File: config.mk
export PLATFORM = sky130hd
export DESIGN_NAME = lc4_seq_divider
export DESIGN_NICKNAME = d
export VERILOG_FILES = /design/src/rtl/lc4_seq_divider.sv
export SDC_FILE = /design/constraint.sdc
export NUM_CORES = 1
export LEC_CHECK = 0
export BUFFER_PORTS_ARGS = -buffer_cell sky130_fd_sc_hd__buf_2
export CAP_MARGIN = 5
export CORE_ASPECT_RATIO = 0.6
export CORE_UTILIZATION = 55
export DETAILED_ROUTE_END_ITERATION = 6
export MAX_ROUTING_LAYER = met4
export PLACE_DENSITY = 0.77
export RECOVER_POWER = 50
export SETUP_SLACK_MARGIN = 0.2
export SLEW_MARGIN = 20
export SYNTH_ARGS = -nofsm -noshare
export SYNTH_HDL_FRONTEND = slang
export SYNTH_SLANG_ARGS = --single-unit
File: constraint.sdc
create_clock -name clk -period 2.7 [get_ports clk]
set_input_delay 0.54 -clock clk [delete_from_list [all_inputs] [get_ports clk]]
set_output_delay 0.54 -clock clk [all_outputs]
set_load 0.01 [all_outputs]
File: src/rtl/lc4_seq_divider.sv
// Unsigned restoring divider: one quotient bit per cycle, MSB first, fixed W-cycle latency.
// A zero divisor yields quotient = 0 and remainder = 0 with the same latency.
module lc4_seq_divider #(
  parameter int W = 16
) (
  input  logic         clk,
  input  logic         rst_n,
  input  logic         start,
  input  logic [W-1:0] dividend,
  input  logic [W-1:0] divisor,
  output logic         busy,
  output logic         done,
  output logic [W-1:0] quotient,
  output logic [W-1:0] remainder
);

  typedef enum logic [1:0] {
    IDLE = 2'd0,
    RUN  = 2'd1,
    DONE = 2'd2
  } state_t;

  localparam int CW = (W > 1) ? $clog2(W) : 1;
  localparam logic [CW-1:0] LAST_COUNT = CW'(W - 1);

  state_t         state_q;
  logic [CW-1:0]  count_q;
  logic [W-1:0]   dvd_q;
  logic [W-1:0]   dsr_q;
  logic [W-1:0]   rem_q;
  logic [W-1:0]   quo_q;
  logic [W-1:0]   quotient_q;
  logic [W-1:0]   remainder_q;
  logic           busy_q;
  logic           done_q;

  logic [W-1:0]   partial_d;
  logic [W:0]     sum_d;
  logic           qbit_d;
  logic [W-1:0]   rem_d;
  logic [W-1:0]   quo_d;

  // One restoring step. The shift drops rem_q[W-1]; when that bit is set the true
  // partial remainder is >= 2^W > divisor, so the subtraction must succeed and the
  // low W bits of the sum are still the exact difference.
  always_comb begin
    partial_d = {rem_q[W-2:0], dvd_q[W-1]};
    sum_d     = {1'b0, partial_d} + {1'b0, ~dsr_q} + {{W{1'b0}}, 1'b1};
    qbit_d    = sum_d[W] | rem_q[W-1];
    rem_d     = qbit_d ? sum_d[W-1:0] : partial_d;
    quo_d     = {quo_q[W-2:0], qbit_d};
  end

  always_ff @(posedge clk or negedge rst_n) begin
    if (!rst_n) begin
      state_q     <= IDLE;
      count_q     <= '0;
      dvd_q       <= '0;
      dsr_q       <= '0;
      rem_q       <= '0;
      quo_q       <= '0;
      quotient_q  <= '0;
      remainder_q <= '0;
      busy_q      <= 1'b0;
      done_q      <= 1'b0;
    end else begin
      case (state_q)
        IDLE, DONE: begin
          done_q <= 1'b0;
          if (start) begin
            state_q <= RUN;
            busy_q  <= 1'b1;
            count_q <= '0;
            dvd_q   <= dividend;
            dsr_q   <= divisor;
            rem_q   <= '0;
            quo_q   <= '0;
          end else begin
            state_q <= IDLE;
            busy_q  <= 1'b0;
          end
        end
        RUN: begin
          dvd_q <= {dvd_q[W-2:0], 1'b0};
          rem_q <= rem_d;
          quo_q <= quo_d;
          if (count_q == LAST_COUNT) begin
            state_q     <= DONE;
            count_q     <= '0;
            busy_q      <= 1'b0;
            done_q      <= 1'b1;
            quotient_q  <= (dsr_q == '0) ? '0 : quo_d;
            remainder_q <= (dsr_q == '0) ? '0 : rem_d;
          end else begin
            count_q <= count_q + 1'b1;
          end
        end
        default: begin
          state_q <= IDLE;
          busy_q  <= 1'b0;
          done_q  <= 1'b0;
        end
      endcase
    end
  end

  assign busy      = busy_q;
  assign done      = done_q;
  assign quotient  = quotient_q;
  assign remainder = remainder_q;

endmodule

; ---- Word level (Yosys, flattened, before mapping)
; Index checks and enable logic that the tools add are counted.
; W data, S select, Z words.
[word_totals]
input_bits = 35
wordCells = 46
reg_bits = 103
out_inout_bits = 34
[classes]
mux = 19
bitwise_logic = 2
n_eq_ne = 5
addsub = 3
reduce_logical = 7
[ops]
columns = cell, count
row1 = $mux W16, 5
row2 = $pmux W16 S2, 2
row3 = $pmux W15 S2, 1
row4 = $add A16 B16 Y17, 1
row5 = $add A17 B1 Y17 const B, 1
row6 = $logic_not A16 Y1, 1
row7 = $not A16 Y16, 1
row8 = $mux W4, 2
row9 = $pmux W4 S2, 1
row10 = $reduce_and A2 Y1, 3
row11 = $mux W1, 5
row12 = $add A4 B1 Y4 const B, 1
row13 = $eq A4 B4 Y1 const B, 1
row14 = $ne A2 B2 Y1 const B, 2
row15 = $pmux W2 S2, 1
row16 = $eq A2 B1 Y1 const B, 1
row17 = $eq A2 B2 Y1 const B, 1
row18 = $logic_not A2 Y1, 1
row19 = $mux W2, 1
row20 = $pmux W1 S2, 1
row21 = $reduce_bool A2 Y1, 1
row22 = $reduce_or A2 Y1, 1
row23 = $or A1 B1 Y1, 1

; ---- Longest topological paths before layout
; Gate-level depths: netlist of run 1.
[depth]
depth_word = 6
mapped_depth = 10
ltp_nobuf = 9

; ---- Worst setup path after synthesis of run 1
; No wires, ideal clock.
[synth_path]
path_kind = reg2reg
startpoint = register dvd_q[15]
endpoint = register remainder_q[3], in the netlist remainder[3]
path_stages_with_launch = 11
t_required_ps = 2570
period_less_slack_ps = 2466
n_path_buf = 1
setup_ps = 130
arrival_time_ps = 2336
slack_ps = 234
path_cell_list = dfrtp_1 > inv_1 > ha_1 > fa_1 > nand2b_1 > a21oi_2 > o211ai_1 > a211o_1 > buf_2 > a22oi_1 > o31ai_1
[synth_via]
elab_chain_len = 5
[synth_lines]
columns = element, line
row1 = "start, declared", 28  ; logic [W-1:0] dvd_q;
row2 = "start signal, assigned", 74  ; dvd_q <= dividend;
row3 = "start signal, assigned", 84  ; dvd_q <= {dvd_q[W-2:0], 1'b0};
row4 = $add A16 B16 Y17 (*), 48  ; sum_d = {1'b0, partial_d} + {1'b0, ~dsr_q} + {{W{1'b0}}, 1'b1};
row5 = $add A17 B1 Y17 (*), 48
row6 = $or A1 B1 Y1, 49  ; qbit_d = sum_d[W] | rem_q[W-1];
row7 = $mux W16 (*), 50  ; rem_d = qbit_d ? sum_d[W-1:0] : partial_d;
row8 = $mux W16 (*), 93  ; remainder_q <= (dsr_q == '0) ? '0 : rem_d;
row9 = "end signal, assigned", 93
row10 = "end, declared", 33  ; logic [W-1:0] remainder_q;
; Mark *: on every way between the ends. The rest lies on a longest branch, timed or not.
; A chain may end at the register's enable or synchronous reset.

; ---- Worst setup path in the final report of run 1
[layout_path]
startpoint = register dsr_q[0]
endpoint = register remainder_q[7], in the netlist remainder[7]
[layout_via]
elab_chain_len = 6
elab_cells_between_ends = 7
cone_classes = add/sub (2) / mux (2) / bitwise (2) / reduce/logical (1)
[layout_lines]
columns = element, line
row1 = "start, declared", 29  ; logic [W-1:0] dsr_q;
row2 = "start signal, assigned", 75  ; dsr_q <= divisor;
row3 = $not A16 Y16, 48
row4 = $add A16 B16 Y17, 48
row5 = $add A17 B1 Y17, 48
row6 = $or A1 B1 Y1, 49
row7 = $mux W16, 50
row8 = $mux W16 (*), 93
; Marks and branches as above.

==> impl_metrics.json, run 1 <==
{
  "status": "finished with violations",
  "violations": "design-rule violations, max-capacitance violations, max-slew violations",
  "final_antenna_net_count": 0,
  "clockRootBuffer": "clkbuf_16",
  "cts_num_sinks": 101,
  "row_count": 26,
  "antenna_found_initial": 0,
  "grt_pass1_wl_um": 21100,
  "synthToLayoutAreaGrowth_pct": 23.8,
  "syn_area_um2": 4970,
  "cp_cell_sequence": "ha_4, fa_2, nand2b_4, a21oi_4, o211ai_1, a211oi_4, clkbuf_16, nor3_1, o31ai_1",
  "reg2reg_slack_ns": 0.04,
  "synth_edf_count": 0,
  "fin_skew_ns": 0.00464,
  "whs_ns": 0.381,
  "timing.fmax_ghz": 0.376,
  "cts_max_path_buffers": 2,
  "synthCells": 510,
  "post-route-util_pct": 71.1,
  "die_y_um": 75.7,
  "final_area_um2": 6160,
  "period_needed_ns": 2.66,
  "endpoint_kind": "flip-flop",
  "placement.io_buffers": 68,
  "slew_headroom_pct": -17.3,
  "post_drt_wl_per_cell_um": 20.2,
  "finalNonFillerCells": 708,
  "grt_setup_unrepaired": "true",
  "drive_above_1_share_pct": 26.8,
  "grt_overflow": 0,
  "synth_nets": 563,
  "avgSynthCellArea_um2": 9.75,
  "die-area_um2": 9440,
  "worstMarginPinSlew_ns": 1.76,
  "vias_per_cell": 6.37,
  "ys_ff_latch": 101,
  "critPathLaunchType": "flip-flop",
  "dp.cells": 679,
  "clk_pin_slew_ns": 0.07,
  "h-tree-depth": 3,
  "hold_class": "in -> reg",
  "slew_violations": 29,
  "drc_errors": 4,
  "tritoncts": "done",
  "drtPass1Iterations": 7,
  "grt_max_degree": 41,
  "crit_slowest_cell": "dfrtp_1",
  "critPathRequiredTime_ns": 2.94,
  "post-route-period-util_pct": 98.4,
  "critical-path-top-delay-family": "compound AO/OA/AOI/OAI gates",
  "vias": 4511,
  "ys_types": 50,
  "ys_warn_count": 0,
  "antenna_cells": 0,
  "numCtsBuffers": 9,
  "final-setup-viol-count": 0,
  "place_area_um2": 5530,
  "path_max_fanout": 5,
  "crit_buf_inv": 1,
  "hold_viol": 0,
  "crit_type": "reg -> reg",
  "gp_congestion": 0.921,
  "synth_top_flop_cell": "dfrtp_1",
  "dp_hpwl_um": 9500,
  "clk_latency_ns": 0.35,
  "cp.arrival_ns": 2.90,
  "grt_usage_pct": 30.7,
  "grt_pass1_vias": 4180,
  "ios": 69,
  "totalWireLength_um": 14300,
  "slowest_delay_ns": 0.44,
  "fp.dieW_um": 125,
  "core-area_um2": 8650,
  "start_util_pct": 57.5,
  "yosysSeqAreaShare_pct": 50.8,
  "finalNetCount": 644,
  "async_reset_ff_share_pct": 100,
  "maxCapViolations": 1,
  "drt_iter0_drc": 459
}
[repair_timing]
action                     CTS  global route
resized for setup            3            39
setup buffers                1             9
cloned                       0             3
setup endpoints to repair   32            34
pin swaps                    4            32
hold buffers                 0             0
hold endpoints to repair     0             0
[synthesized netlist by cell type, types with 5 or more instances]
cell type | count | share of area [%]
dfrtp_1 | 101 | 51
nand2_1 | 72 | 5.4
nor2_1 | 42 | 3.2
a22o_1 | 31 | 5.5
clkbuf_1 | 24 | 1.8
o21ai_0 | 24 | 2.4
inv_1 | 20 | 1.5
a21oi_1 | 19 | 1.9
ha_1 | 17 | 4.3
nand4_1 | 15 | 1.9
o22ai_1 | 15 | 1.9
o31ai_1 | 14 | 2.1
o211ai_1 | 9 | 1.4
and2_1 | 7 | 0.88
nand2b_1 | 7 | 0.88
nor3_1 | 6 | 0.60
nor4_1 | 6 | 0.75
o221ai_1 | 6 | 1.1
o311ai_1 | 6 | 1.1
a21o_1 | 5 | 0.75
xnor2_1 | 5 | 0.88
xor2_1 | 5 | 0.88
[placed cells by master (no fill, tap or decap), drive strengths merged, types with 5 or more instances in the layout]
master    n
a21o      5
a21oi    20
a22o     31
and2      7
buf      98
clkbuf   15
dfrtp   101
ha       17
inv      21
nand2    72
nand2b    7
nand4    15
nor2     43
nor3      6
nor4      6
o211ai    9
o21ai    27
o221ai    6
o22ai    15
o311ai    8
o31ai    14
xnor2     5
xor2      5
[sequential cells by signal, summed over array words and instances (netlist names)]
| name | cells |
|---|---|
| dvd_q | 16 |
| rem_q | 16 |
| quo_q | 15 |
| quotient | 16 |
| dsr_q | 16 |
| count_q | 4 |
| remainder | 16 |
| state_q | 2 |
[worst paths after layout]
kind	start	to	cells past startpoint
max	dsr_q[0]	remainder[7]	9
min	divisor[0]	dsr_q[0]	3
max reg2reg	dsr_q[0]	remainder[7]	9
min reg2reg	quotient[0]	quotient[0]	2
max in group asynchronous	rst_n	quo_q[5]	2
min in group asynchronous	rst_n	dsr_q[9]	1
[cell type report]
type                            instances  area (µm²)
Sequential cell                       101        2530
Fill cell                             639        2500
Multi-Input combinational cell        356        2450
Timing Repair Buffer                  103         686
Clock buffer                           10         239
Tap cell                              112         140
Inverter                               20        75.1
Clock inverter                          6        36.3
[routing by layer]
| layer | wire length, µm | GRT usage (%) | part of all wire, % |
|---|---|---|---|
| met4 | 326 | 10.4 | 2.3 |
| met1 | 6180 | 41.9 | 43 |
| met3 | 1180 | 7.30 | 8.2 |
| met2 | 6580 | 45.5 | 46 |
| met5 | 0 | - | 0 |
[per-stage QoR]
stage	worst slack (ns)	TNS, ns
floorplan	0.234	0
global placement	0.140	0
detailed placement	0.0338	0
CTS	0.207	0
global route	-0.0257	-0.0257
finish	0.0437	0
[cell families after synthesis]
| group | after synthesis | synth area share [%] |
|---|---|---|
| adder cells (fa/ha/maj) | 18 | 4.68 |
| AO/OA/AOI/OAI | 160 | 23.4 |
| AND/OR/NAND/NOR | 168 | 15.1 |
| buffers and inverters | 53 | 4.18 |
| XOR/XNOR | 10 | 1.76 |
| flip-flops | 101 | 50.8 |
[worst reg2reg max path, stage by stage (launching register included)]
cell and delay, ns:
dfrtp_1 0.44, ha_4 0.20, fa_2 0.37, nand2b_4 0.18, a21oi_4 0.15, o211ai_1 0.20
a211oi_4 0.41, clkbuf_16 0.23, nor3_1 0.07, o31ai_1 0.29
Power of run 1 is left out: the tool's default activity adds up to more than one toggle a clock period on the data nets, which glitch-free logic cannot reach.
==> run 2, diff against run 1 <==
- CORE_UTILIZATION: 55 -> 52
- PLACE_DENSITY: 0.77 -> 0.76
- clock period: 2.7 -> 2.2 ns (I/O delays scaled with it)
==> run 2 against run 1 <==
Against the previous run: the flow finishes with violations (max-capacitance violations, max-slew violations, negative setup slack); flip-flop and latch count stayed put; count of clock-buffer cells in the layout rose by 1; utilization up 1.8 points; first-iteration DRC count rose by 22%; global-route usage increased by 1.4 points; final cell count increased by 11%; clock skew grew 0.0034 ns; fmax up 5.9%; register-to-register slack got worse by 0.35 ns; die area up 5.6%; critical endpoint is now rem_q[1]; highest routed layer unchanged.
==> impl_metrics.json, run 2 (synthesis results as in run 1) <==
{
  "grt_pass1_vias": 4588,
  "holdPathEnd": "dsr_q[4]",
  "cp.arrival_ns": 2.72,
  "wl_met1_um": 6720,
  "wl_met3_um": 1150,
  "drive_above_1_share_pct": 33.0,
  "timing.fmax_ghz": 0.399,
  "vias": 4754,
  "antenna_cells": 0,
  "clk_pin_slew_ns": 0.07,
  "path_max_fanout": 5,
  "final-setup-viol-count": 34,
  "postCtsHoldBufs": 0,
  "grt_pass1_wl_um": 23600,
  "final_area_um2": 6730,
  "start_util_pct": 53.9,
  "row_count": 27,
  "dr_wl_met2_um": 6880,
  "layout_setup_ws_ns": -0.308,
  "maxCapViolations": 1,
  "hold_start": "divisor[4]",
  "ios": 69,
  "critical-path-top-delay-family": "compound AO/OA/AOI/OAI gates",
  "holdPathStages": 3,
  "fp.dieW_um": 128,
  "crit_slowest_cell": "dfrtp_1",
  "core-area_um2": 9220,
  "die_y_um": 77.8,
  "rr_startpoint": "dsr_q[0]",
  "r2r-end": "rem_q[1]",
  "fin_skew_ns": 0.00801,
  "totalWireLength_um": 15100,
  "slowest_delay_ns": 0.41,
  "hold_viol": 0,
  "dr.max_layer_used": "met4",
  "endpoint_kind": "flip-flop",
  "final_common_cell": "dfrtp_1",
  "post_drt_wl_per_cell_um": 19.3,
  "post-route-period-util_pct": 114,
  "grt_max_degree": 54,
  "finalNonFillerCells": 784,
  "most-common-layout-cells": "101 x dfrtp_1, 82 x buf_4, 70 x nand2_1",
  "gp_congestion": 0.919,
  "cts_num_sinks": 101,
  "vias_per_cell": 6.06,
  "die-area_um2": 9970,
  "tritoncts": "done",
  "clockRootBuffer": "clkbuf_16",
  "final_antenna_net_count": 0,
  "crit_buf_inv": 2,
  "synthToLayoutAreaGrowth_pct": 35.3,
  "slew_violations": 32,
  "numCtsBuffers": 9,
  "grt_usage_pct": 32.1,
  "hold_class": "in -> reg",
  "drc_errors": 0,
  "placement.io_buffers": 68,
  "dp_hpwl_um": 9890,
  "drtPass1Iterations": 5,
  "period_needed_ns": 2.51,
  "reg2reg_slack_ns": -0.31,
  "worstMarginPinSlew_ns": 1.73,
  "cts_max_path_buffers": 2,
  "tns_ns": -8.19,
  "critPathLaunchType": "flip-flop",
  "crit_type": "reg -> reg",
  "cp_cell_sequence": "ha_4, fa_2, nand2b_4, a21oi_4, o211ai_1, a211o_2, buf_12, buf_16, nand4_1, o311ai_1",
  "post-route-util_pct": 72.9,
  "violations": "max-capacitance violations, max-slew violations, negative setup slack",
  "finalNetCount": 702,
  "place_area_um2": 6030,
  "critPathRequiredTime_ns": 2.41,
  "reg2regPathDepth": 10,
  "drt_iter0_drc": 558,
  "antenna_found_initial": 0,
  "slew_headroom_pct": -15.6,
  "clk_latency_ns": 0.35,
  "status": "finished with violations",
  "dp.cells": 754,
  "grt_overflow": 0,
  "h-tree-depth": 3,
  "grt_setup_unrepaired": "true"
}
run 2: changes by cell type in the layout (fill, tap and decap cells not counted), sizes merged:
cell      change
clkinv        -2
clkinvlp      -1
buf          +61
bufinv        +1
clkbuf        -2
inv           +1
run 2: timing repair:
item / in CTS / in global routing
pin swaps: 10 / 10
resized for setup: 31 / 15
cloned: 2 / 0
buffers inserted: 9 / 3
endpoints found under the setup margin: 49 / 49
run 2: worst min-delay path, cell delays in order:
cell	delay, ns
buf_2	0.07
nand2_1	0.03
o21ai_0	0.05
run 2: layer usage:
layer,vias up,track usage (%)
li1,2146,-
met1,2329,44.0
met2,235,46.9
met3,44,7.52
met4,0,11.1
met5,-,-
run 2: worst max-delay path by stage:
stage          startpoint            end  slack [ns]  cells after the start
2_1_floorplan   dvd_q[15]   remainder[2]       -0.18                      9
3_3_place_gp     dsr_q[1]  remainder[11]       -0.29                      9
3_5_place_dp     dsr_q[1]  remainder[11]       -0.32                      9
4_1_cts          dsr_q[0]      rem_q[11]       -0.26                     10
5_1_grt         dvd_q[15]       rem_q[1]       -0.41                     11
6_report         dsr_q[0]       rem_q[1]       -0.31                     10
run 2: metrics by stage:
| stage | hold slack (ns) | worst slack (ns) |
|---|---|---|
| 5_1_grt | 0.302 | -0.413 |
| 3_5_place_dp | 0.404 | -0.321 |
| 3_3_place_gp | 0.401 | -0.290 |
| 2_1_floorplan | 0.144 | -0.176 |
| 6_report | 0.290 | -0.308 |
| 4_1_cts | 0.0400 | -0.257 |
run 2: layout make-up:
type | instances | area, µm²
Sequential cell | 101 | 2530
Multi-Input combinational cell | 356 | 2510
Fill cell | 680 | 2490
Timing Repair Buffer | 161 | 1140
Clock buffer | 11 | 243
Tap cell | 130 | 163
Inverter | 20 | 75.1
Clock inverter | 5 | 67.6
Power of run 2 is left out for the same reason.
